--- src/rtl/instr_encoder.sv ---
// instr_encoder: two-stage RV32I instruction word encoder.
// Packs opcode, registers, funct fields and a compact immediate into one word.
//
// Ports:
//   i_clk, i_rst_n          clock, async active-low reset
//   i_Valid / o_Ready       request handshake
//   i_Opcode, i_Rd, i_Rs1, i_Rs2, i_Funct3, i_Funct7, i_Immediate
//                           request fields (compact sign-extended immediate)
//   o_Valid / i_Ready       output handshake
//   o_Instruction, o_Error  encoded word (zero on error), reject flag
//   o_EncCount, o_ErrCount  handed-off encodes (wrap) / rejects (saturate)

package instr_encoder_pkg;
    typedef logic [31:0] data_t;

    localparam logic [6:0] OP_LUI    = 7'b0110111;
    localparam logic [6:0] OP_AUIPC  = 7'b0010111;
    localparam logic [6:0] OP_JAL    = 7'b1101111;
    localparam logic [6:0] OP_JALR   = 7'b1100111;
    localparam logic [6:0] OP_BRANCH = 7'b1100011;
    localparam logic [6:0] OP_LOAD   = 7'b0000011;
    localparam logic [6:0] OP_STORE  = 7'b0100011;
    localparam logic [6:0] OP_IMM    = 7'b0010011;
    localparam logic [6:0] OP_OP     = 7'b0110011;

    typedef enum logic [2:0] {
        F_R, F_I, F_S, F_B, F_U, F_J, F_BAD
    } fmt_e;

    typedef struct packed {
        logic [6:0]  opcode;
        logic [4:0]  rd;
        logic [4:0]  rs1;
        logic [4:0]  rs2;
        logic [2:0]  funct3;
        logic [6:0]  funct7;
        logic [19:0] imm;
        fmt_e        fmt;
        logic        err;
    } s1_t;
endpackage

module instr_encoder
    import instr_encoder_pkg::*;
#(
    parameter int CNT_W = 16,
    parameter int ERR_W = 8
) (
    input  logic             i_clk,
    input  logic             i_rst_n,
    input  logic             i_Valid,
    output logic             o_Ready,
    input  logic [6:0]       i_Opcode,
    input  logic [4:0]       i_Rd,
    input  logic [4:0]       i_Rs1,
    input  logic [4:0]       i_Rs2,
    input  logic [2:0]       i_Funct3,
    input  logic [6:0]       i_Funct7,
    input  data_t            i_Immediate,
    output logic             o_Valid,
    input  logic             i_Ready,
    output data_t            o_Instruction,
    output logic             o_Error,
    output logic [CNT_W-1:0] o_EncCount,
    output logic [ERR_W-1:0] o_ErrCount
);

    logic  s1_v, s2_v;
    logic  s1_adv, s2_adv, accept, fire;
    fmt_e  fmt_d;
    logic  fits12, fits20, range_ok;
    s1_t   s1_d, s1_q;
    data_t word;

    assign s2_adv  = !s2_v || i_Ready;
    assign s1_adv  = !s1_v || s2_adv;
    assign o_Ready = s1_adv;
    assign accept  = i_Valid && o_Ready;
    assign fire    = s2_v && i_Ready;
    assign o_Valid = s2_v;

    // Upper bits must be a pure sign extension of the field's top bit.
    assign fits12 = (&i_Immediate[31:11]) || !(|i_Immediate[31:11]);
    assign fits20 = (&i_Immediate[31:19]) || !(|i_Immediate[31:19]);

    always_comb begin
        fmt_d = F_BAD;
        unique case (1'b1)
            i_Opcode == OP_OP:     fmt_d = F_R;
            i_Opcode == OP_IMM,
            i_Opcode == OP_LOAD,
            i_Opcode == OP_JALR:   fmt_d = F_I;
            i_Opcode == OP_STORE:  fmt_d = F_S;
            i_Opcode == OP_BRANCH: fmt_d = F_B;
            i_Opcode == OP_LUI,
            i_Opcode == OP_AUIPC:  fmt_d = F_U;
            i_Opcode == OP_JAL:    fmt_d = F_J;
            default:               fmt_d = F_BAD;
        endcase
    end

    always_comb begin
        range_ok = 1'b0;
        unique case (fmt_d)
            F_R:           range_ok = 1'b1;
            F_I, F_S, F_B: range_ok = fits12;
            F_U, F_J:      range_ok = fits20;
            default:       range_ok = 1'b0;
        endcase
    end

    always_comb begin
        s1_d        = '0;
        s1_d.opcode = i_Opcode;
        s1_d.rd     = i_Rd;
        s1_d.rs1    = i_Rs1;
        s1_d.rs2    = i_Rs2;
        s1_d.funct3 = i_Funct3;
        s1_d.funct7 = i_Funct7;
        s1_d.imm    = i_Immediate[19:0];
        s1_d.fmt    = fmt_d;
        s1_d.err    = !range_ok;
    end

    always_ff @(posedge i_clk or negedge i_rst_n) begin
        if (!i_rst_n) begin
            s1_v <= 1'b0;
            s1_q <= '0;
        end else if (s1_adv) begin
            s1_v <= accept;
            if (accept) s1_q <= s1_d;
        end
    end

    always_comb begin
        word      = '0;
        word[6:0] = s1_q.opcode;
        unique case (s1_q.fmt)
            F_R: begin
                word[31:25] = s1_q.funct7;
                word[24:20] = s1_q.rs2;
                word[19:15] = s1_q.rs1;
                word[14:12] = s1_q.funct3;
                word[11:7]  = s1_q.rd;
            end
            F_I: begin
                word[31:20] = s1_q.imm[11:0];
                word[19:15] = s1_q.rs1;
                word[14:12] = s1_q.funct3;
                word[11:7]  = s1_q.rd;
            end
            F_S: begin
                word[31:25] = s1_q.imm[11:5];
                word[24:20] = s1_q.rs2;
                word[19:15] = s1_q.rs1;
                word[14:12] = s1_q.funct3;
                word[11:7]  = s1_q.imm[4:0];
            end
            F_B: begin
                word[31]    = s1_q.imm[11];
                word[30:25] = s1_q.imm[9:4];
                word[24:20] = s1_q.rs2;
                word[19:15] = s1_q.rs1;
                word[14:12] = s1_q.funct3;
                word[11:8]  = s1_q.imm[3:0];
                word[7]     = s1_q.imm[10];
            end
            F_U: begin
                word[31:12] = s1_q.imm[19:0];
                word[11:7]  = s1_q.rd;
            end
            F_J: begin
                word[31]    = s1_q.imm[19];
                word[30:21] = s1_q.imm[9:0];
                word[20]    = s1_q.imm[10];
                word[19:12] = s1_q.imm[18:11];
                word[11:7]  = s1_q.rd;
            end
            default: word = '0;
        endcase
        if (s1_q.err) word = '0;
    end

    always_ff @(posedge i_clk or negedge i_rst_n) begin
        if (!i_rst_n) begin
            s2_v          <= 1'b0;
            o_Instruction <= '0;
            o_Error       <= 1'b0;
        end else if (s2_adv) begin
            s2_v <= s1_v;
            if (s1_v) begin
                o_Instruction <= word;
                o_Error       <= s1_q.err;
            end
        end
    end

    always_ff @(posedge i_clk or negedge i_rst_n) begin
        if (!i_rst_n) begin
            o_EncCount <= '0;
            o_ErrCount <= '0;
        end else if (fire) begin
            if (!o_Error) begin
                o_EncCount <= o_EncCount + 1'b1;
            end else if (o_ErrCount != '1) begin
                o_ErrCount <= o_ErrCount + 1'b1;
            end
        end
    end

endmodule
--- config.mk ---
export PLATFORM = sky130hd
export DESIGN_NAME = instr_encoder
export DESIGN_NICKNAME = d
export VERILOG_FILES = /design/src/rtl/instr_encoder.sv
export SDC_FILE = /design/constraint.sdc
export NUM_CORES = 1
export LEC_CHECK = 0
export CAP_MARGIN = 10
export CORE_ASPECT_RATIO = 0.5
export CORE_MARGIN = 2
export CORE_UTILIZATION = 45
export DETAILED_ROUTE_END_ITERATION = 16
export PLACE_DENSITY = 0.76
export SLEW_MARGIN = 5
export SYNTH_ARGS = -nofsm -noshare
export SYNTH_HDL_FRONTEND = slang
export SYNTH_SLANG_ARGS = --single-unit
export TNS_END_PERCENT = 1
--- constraint.sdc ---
create_clock -name i_clk -period 1.9 [get_ports i_clk]
set_input_delay 0.285 -clock i_clk [delete_from_list [all_inputs] [get_ports i_clk]]
set_output_delay 0.285 -clock i_clk [all_outputs]
set_load 0.01 [all_outputs]
Word level (Yosys, flattened, before mapping) --
Cells that the tools add are included.
Storage, ports and cells: input port bits 68, word-level logic and storage cells 69, bits in registers 115, output and inout bits 59
Operators by class: bitwise gates (word level) 1, mux-type cells 5, reductions and logical operators 26, $add $sub $neg 2, eq/ne operators 20
Operators by type and width (number):
- one-hot mux 25 bit (6 select lines) | 1
- 2-to-1 mux 32 bit | 1
- == test 7 x 6 -> 1 bit (second input constant) | 3
- == test 7 bit (second input constant) | 3
- AND reduction 21 bit | 1
- OR reduction 21 bit | 1
- one-hot mux 3 bit (6 select lines) | 1
- adder 16 x 1 -> 16 bit (second input constant) | 1
- == test 7 x 5 -> 1 bit (second input constant) | 2
- AND reduction 13 bit | 1
- OR reduction 13 bit | 1
- == test 3 x 2 -> 1 bit (second input constant) | 4
- == test 3 bit (second input constant) | 4
- adder 8 x 1 -> 8 bit (second input constant) | 1
- != test 8 bit (second input constant) | 1
- == test 7 x 2 -> 1 bit (second input constant) | 1
- 2-to-1 mux 7 bit | 1
- == test 3 x 1 -> 1 bit (second input constant) | 2
- logical NOT 3 bit | 2
- AND reduction 2 bit | 3
- OR reduction 3 bit | 2
- OR reduction 6 bit | 1
- logical NOT 1 bit | 5
- logical OR 1 bit | 4
- 5 further kinds | 7

Longest topological paths before layout --
depth in word-level cells 7, mapped depth 7, depth with buffers taken out 6

Least setup slack after synthesis --
Ideal clock, no wire load.
kind flip-flop to flip-flop, start register s2_v, in the netlist o_Valid, end register s1_q[0] (netlist bit), clock period less this slack 1.627 ns, path buffers 0, data required time 1.777 ns, arrival time 1.504 ns, cell stages (with the launch flop) 5, setup slack 0.273 ns, library setup time 0.123 ns, cells stage by stage dfrtp_1 -> nand3b_1 -> nand2_1 -> or4_1 -> o221a_1
Between the ends: word-level cells in the longest chain between the ends 5
Ends and longest elaborated chain:
- from (decl) | line 68 | logic s1_v, s2_v;
- from (signal assigned) | line 190 | s2_v <= s1_v;
- logical NOT 1 bit * | line 75 | assign s2_adv = !s2_v || i_Ready;
- logical OR 1 bit * | line 75
- logical OR 1 bit * | line 76 | assign s1_adv = !s1_v || s2_adv;
- named net o_Ready | line 52 | output logic o_Ready,
- logical AND 1 bit | line 78 | assign accept = i_Valid && o_Ready;
- AND reduction 2 bit (no line) *
- to (signal assigned) | line 128 | s1_q <= '0;
- to (signal assigned) | line 131 | if (accept) s1_q <= s1_d;
- to (decl) | line 72 | s1_t s1_d, s1_q;
Mark *: on every way through the listed nets, which the timed path passes. The rest lies on a longest branch. A chain may end at the register's enable or synchronous reset.

Worst setup path after layout --
start register o_ErrCount[2], end output port o_ErrCount[2]
RTL lines:
- from (decl) | line 65 | output logic [ERR_W-1:0] o_ErrCount
- from (signal assigned) | line 206 | o_ErrCount <= o_ErrCount + 1'b1;
No word-level cell between the ends.

==> reports/summary.txt <==
Worst path cell trace - clkdlybuf4s50_1
Diode count - 0
Total iterations of the first detailed-routing run - 5
Reg-to-reg slack, setup - 0.19 ns
WL/cell - 16.2 um
Worst path buffer plus inverter count - 1
Unrepaired setup endpoints after global routing - no
Layout area overhead - 41.8%
Die area - 12800 sq um
Power Total - 7.23 mW
Worst path slowest cell - clkdlybuf4s50_1
CTS tree - built
Max Transition Viols Final - 0
Worst Skew - 0.00826 ns
Post-Syn Area - 5330 sq um
Gate Count Post-Synth - 537
EDFF count, synth - 0
Filler cells - 940
Core Rows - 28
Max Cap Viol - 0
Area of the core - 11700 sq um
Drt drc - 0
Slew @ Worst Pin - 0.524 ns
DIE HEIGHT - 81.0 um
Clk root buf - clkbuf_16
RR Startpoint - s1_q[3]$_DFFE_PN0P_
Tcrit/Tclk final - 91.7%
Final setup fails - 0
R2r worst-path depth - 4
Yosys cell types - 45
Synth Flop Type - dfrtp_1
F_max - 0.574 GHz
Async S/R FF share, synth - 100%
Final Hold Viols - 0
Initial antenna violation count - 0
Crit end category - primary output
Via count - 4563
Clock sinks - 115
Critical register-to-register path endpoint - o_Instruction[24]$_DFFE_PN0P_
Worst skew pair latency - 0.41 ns
Total global-route track usage - 22.8%
CTS Buf Count - 17
Outcome - complete, no violations
Clk pin slew, worst setup/hold paths - 0.05 ns
CP required - 1.62 ns
Hold WC Path Type - input port to async pin
WP depth - 1
Rel. slew slack - 65.1%
Minimum clock period - 1.74 ns
Synthesized Nets - 607
Synth warn - 0
Register area share after synthesis - 54.0%
Final ANT Viol Nets - 0
Vias in the first global route - 4371
Vias per cell - 5.30
P_leak - 3.30 nW
Crit-path max cell delay - 0.60 ns
Maximum vdd drop - 440 uV
Port Buffers - 126
Layout cells sized above 1 - 12.8%
Total grt overflow - 0
Clk buf depth - 2
Worst Path Max Fanout - 6
Routability Congestion - 0.825
Die width - 158 um
I/O pins - 127
Final wirelength - 13900 um
Fin util - 64.8%
Setup Crit Path Kind - flop to primary output
DRC marker count from the first detailed-route iteration - 299
Register Area - 2880 sq um
Nets - 755
Starting Density - 45.7%
CP startpoint kind - flop
Largest net degree at the start of global routing - 70
Largest delay contributor family on the critical path - buffers and inverters
H-tree depth - 4
First-pass GRT wire length - 22000 um
CP arrival - 1.46 ns
Syn Area/Cell - 9.93 sq um
DPL Wire Length - 9870 um
Pwr Density - 957 nW/um^2
Multi-input logic area - 2300 sq um
Flops & latches, synth - 115
## worst max-delay path by stage
stage                         startpoint                            end  slack, ns
6_report       o_ErrCount[2]$_DFFE_PN0P_                  o_ErrCount[2]       0.16
2_1_floorplan        o_Valid$_DFFE_PN0P_            s1_q[0]$_DFFE_PN0P_       0.27
4_1_cts                          i_Ready                        o_Ready      0.005
5_1_grt              s1_q[3]$_DFFE_PN0P_  o_Instruction[24]$_DFFE_PN0P_       0.04
3_3_place_gp             i_Immediate[21]            s1_q[0]$_DFFE_PN0P_      -0.14
3_5_place_dp             i_Immediate[21]            s1_q[0]$_DFFE_PN0P_      -0.18
## cell type report
type	count	share of cell area (%)
Sequential cell	115	38.1
Multi-Input combinational cell	390	30.4
Timing Repair Buffer	157	20.6
Clock buffer	26	7.00
Tap cell	165	2.73
Clock inverter	4	0.927
Inverter	4	0.199
## sequential cells by signal (all words and copies together), names as in the netlist
register,count
s1_v,1
o_Error,1
o_Valid,1
s1_q,56
o_ErrCount,8
o_EncCount,16
o_Instruction,32
## cell usage in the layout, fill, tap and decap left out, types with 5 or more instances in the layout
cell             synthesis  layout
clkbuf_16                0      17
buf_4                    4      26
nor2_1                  27      27
nor3_1                  11      11
clkdlybuf4s50_1          0     124
nand2_1                149     149
dfrtp_1                115     114
xor2_1                   9       9
buf_12                   0       5
nand3_1                 11      11
a22o_1                  12      12
mux2i_1                 20      20
xnor2_1                 13      13
clkbuf_8                 0       7
nand4_1                 11      11
a21oi_1                 34      34
o21ai_0                 18      18
o21ai_1                  9       9
mux2_2                  20      20
a211oi_1                 6       6
## kinds of logic after synthesis
kind of cell / synth area share (%)
DFF: 54.0
muxes: 9.67
adders and majority gates: 0.469
xor gates and xnor gates: 3.62
AOI/OAI and AO/OA: 10.7
buffers and inverters: 2.84
and+or+nand+nor: 18.7
## per-stage QoR
| stage | area [sq um] | hold WS (ns) | setup TNS, ns | std cells | setup WS [ns] |
|---|---|---|---|---|---|
| after floorplan | 5330 | -0.0106 | 0 | 537 | 0.273 |
| after global placement | 6940 | 0.155 | -0.363 | 829 | -0.142 |
| after detailed placement | 6940 | 0.153 | -0.511 | 829 | -0.175 |
| after CTS | 7560 | 0.280 | 0 | 861 | 0.00530 |
| after global routing | 7560 | 0.309 | 0 | 861 | 0.0428 |
| final | 7560 | 0.287 | 0 | 861 | 0.158 |
## where the power goes
group          switching [mW]  internal (mW)  total (mW)
clock network            1.06           2.15        3.21
logic                   0.476          0.571        1.05
registers               0.283           2.69        2.97
total                    1.82           5.42        7.23
## synth_stat cells (2+ instances only)
library cell / number / share of area [%]
nor3_1: 11 / 1.0
inv_1: 2 / 0.14
a211oi_1: 6 / 0.85
nand2_1: 149 / 10
xnor2_1: 13 / 2.1
a22o_1: 12 / 2.0
ha_1: 2 / 0.47
nor2b_1: 3 / 0.35
o21ai_0: 18 / 1.7
nand3_1: 11 / 1.0
dfrtp_1: 115 / 54
mux4_2: 4 / 1.7
o31ai_1: 2 / 0.28
and2_1: 2 / 0.23
mux2i_1: 20 / 3.8
or4_1: 2 / 0.28
o21ai_1: 9 / 0.85
nor4_1: 4 / 0.47
buf_4: 4 / 0.56
buf_2: 13 / 1.2
o22ai_1: 2 / 0.23
nand4_1: 11 / 1.3
nand2b_1: 3 / 0.35
clkbuf_1: 10 / 0.70
xor2_1: 9 / 1.5
a21oi_1: 34 / 3.2
clkinv_1: 2 / 0.14
mux2_2: 20 / 4.2
and3_1: 2 / 0.23
nor2_1: 27 / 1.9
## what timing repair did
item,CTS,global route
resized for setup,0,1
endpoints found under the setup margin,1,1
endpoints found under the hold margin,14,0
hold buffers,1,0
pin swaps,1,0
buffers inserted,1,0
## metal layers
layer / GRT usage, % / vias up / share of wire (%)
met3: 6.24 / 30 / 6.3
met4: 6.00 / 0 / 1.4
met5: 0 / - / 0
met1: 31.7 / 2235 / 46
li1: - / 2145 / -
met2: 35.5 / 153 / 46
(Power assumes the default switching activity.)
==> RTL edit, RTL diff (same settings) <==
Set the parameter `ERR_W` to 6 (it was 8).
--- a/src/rtl/instr_encoder.sv
+++ b/src/rtl/instr_encoder.sv
@@ -44,7 +44,7 @@
     import instr_encoder_pkg::*;
 #(
     parameter int CNT_W = 16,
-    parameter int ERR_W = 8
+    parameter int ERR_W = 6
 ) (
     input  logic             i_clk,
     input  logic             i_rst_n,
Ports: changed (resized o_ErrCount); port bits go from 127 to 125. No check against the original RTL was run, so the function may have changed too.
==> RTL edit against the original RTL <==
Hold slack better by 39 ps; area after synthesis is 0.61% lower; combinational power is 21% higher; sequential cell count is 2 lower; final area is 1.4% lower; routed wire length is 7.1% lower; critical path type is now register to register; worst setup slack better by 5.5 ps; total power is 1.2% higher.
==> RTL edit: results (changes against the original RTL) <==
- Seq/Total Area, Yosys: 53.4% (-0.61 points)
- Post-DP HPWL: 9130 um (-7.5%)
- Inverters: 3 (-1)
- Net Count, Synth: 525 (-14%)
- First-pass GRT wire length: 20900 um (-5.0%)
- WL/cell: 16.7 um (+3.2%)
- Routability Congestion: 0.844 (+2.2%)
- Peak supply drop: 615 uV (+40%)
- Share of cells above drive strength 1: 20.6% (+7.8 points)
- Detailed-route via count: 4169 (-8.6%)
- Top cells by count, synth: 113 x dfrtp_1, 58 x mux2_2, 39 x nand2_1, 33 x a21oi_1, 26 x mux2i_1
- LEAKAGE: 3.05 nW (-7.3%)
- Status: finished, final reports clean
- GRT Resource Usage Total: 21.4% (-1.3 points)
- Seq/total area: 37.9% (-0.14 points)
- Count of plain and timing-repair buffers: 156 (-0.64%)
- Multi-In Gates: 314 (-19%)
- Final worst path period share: 91.4% (-0.29 points)
- NonClk Buf Share: 20.9% (+0.24 points)
- Met3 Use GR: 4.80% (-1.4 points)
- Fin Clk Skew: 8.08 ps (-0.179 ps)
- Distinct cell type count after synthesis: 50 (+11%)
- Place WS: 46.4 ps (+222 ps)
- CTS-repair resized insts: 1 (+1)
- Clock buffer count: 23 (-12%)
- Largest cells by area after synthesis: dfrtp_1 53%, mux2_2 12%, mux2i_1 4.9%, a21oi_1 3.1%, nand2_1 2.8%
- CP max stage delay: 410 ps (-190 ps)
- PortBufs: 124 (-1.6%)
- Worst Reg-to-Reg Cells: 5 (+1)
-- RTL edit: cell count changes in the layout (fill, tap and decap cells not counted), moves of 4 or more --
cell / before / now
clkbuf_8: 7 / 2
mux2_2: 20 / 58
mux2i_1: 20 / 26
nand2_1: 149 / 38
nand3_1: 11 / 7
o21ai_0: 18 / 25
o21ai_1: 9 / 1
-- RTL edit: stage by stage --
stage               area (um2)  cells  power, W
detailed placement        6890    744   0.00433
finish                    7460    775   0.00732
global placement          6890    744   0.00428
floorplan                 5300    455   0.00363
CTS                       7460    775   0.00737
global route              7460    775   0.00762
-- RTL edit: cells by family (layout without fill, tap and decap cells) --
logic type | count (synthesis) | in the layout | synth area share [%]
flip-flops | 113 | 113 | 53.4
AND/OR/NAND/NOR | 112 | 112 | 10.4
AO/OA/AOI/OAI | 94 | 94 | 11.2
multiplexers | 86 | 86 | 18.1
buffers and inverters | 28 | 189 | 3.09
XOR/XNOR | 20 | 20 | 3.31
adder cells (fa/ha/maj) | 2 | 2 | 0.472
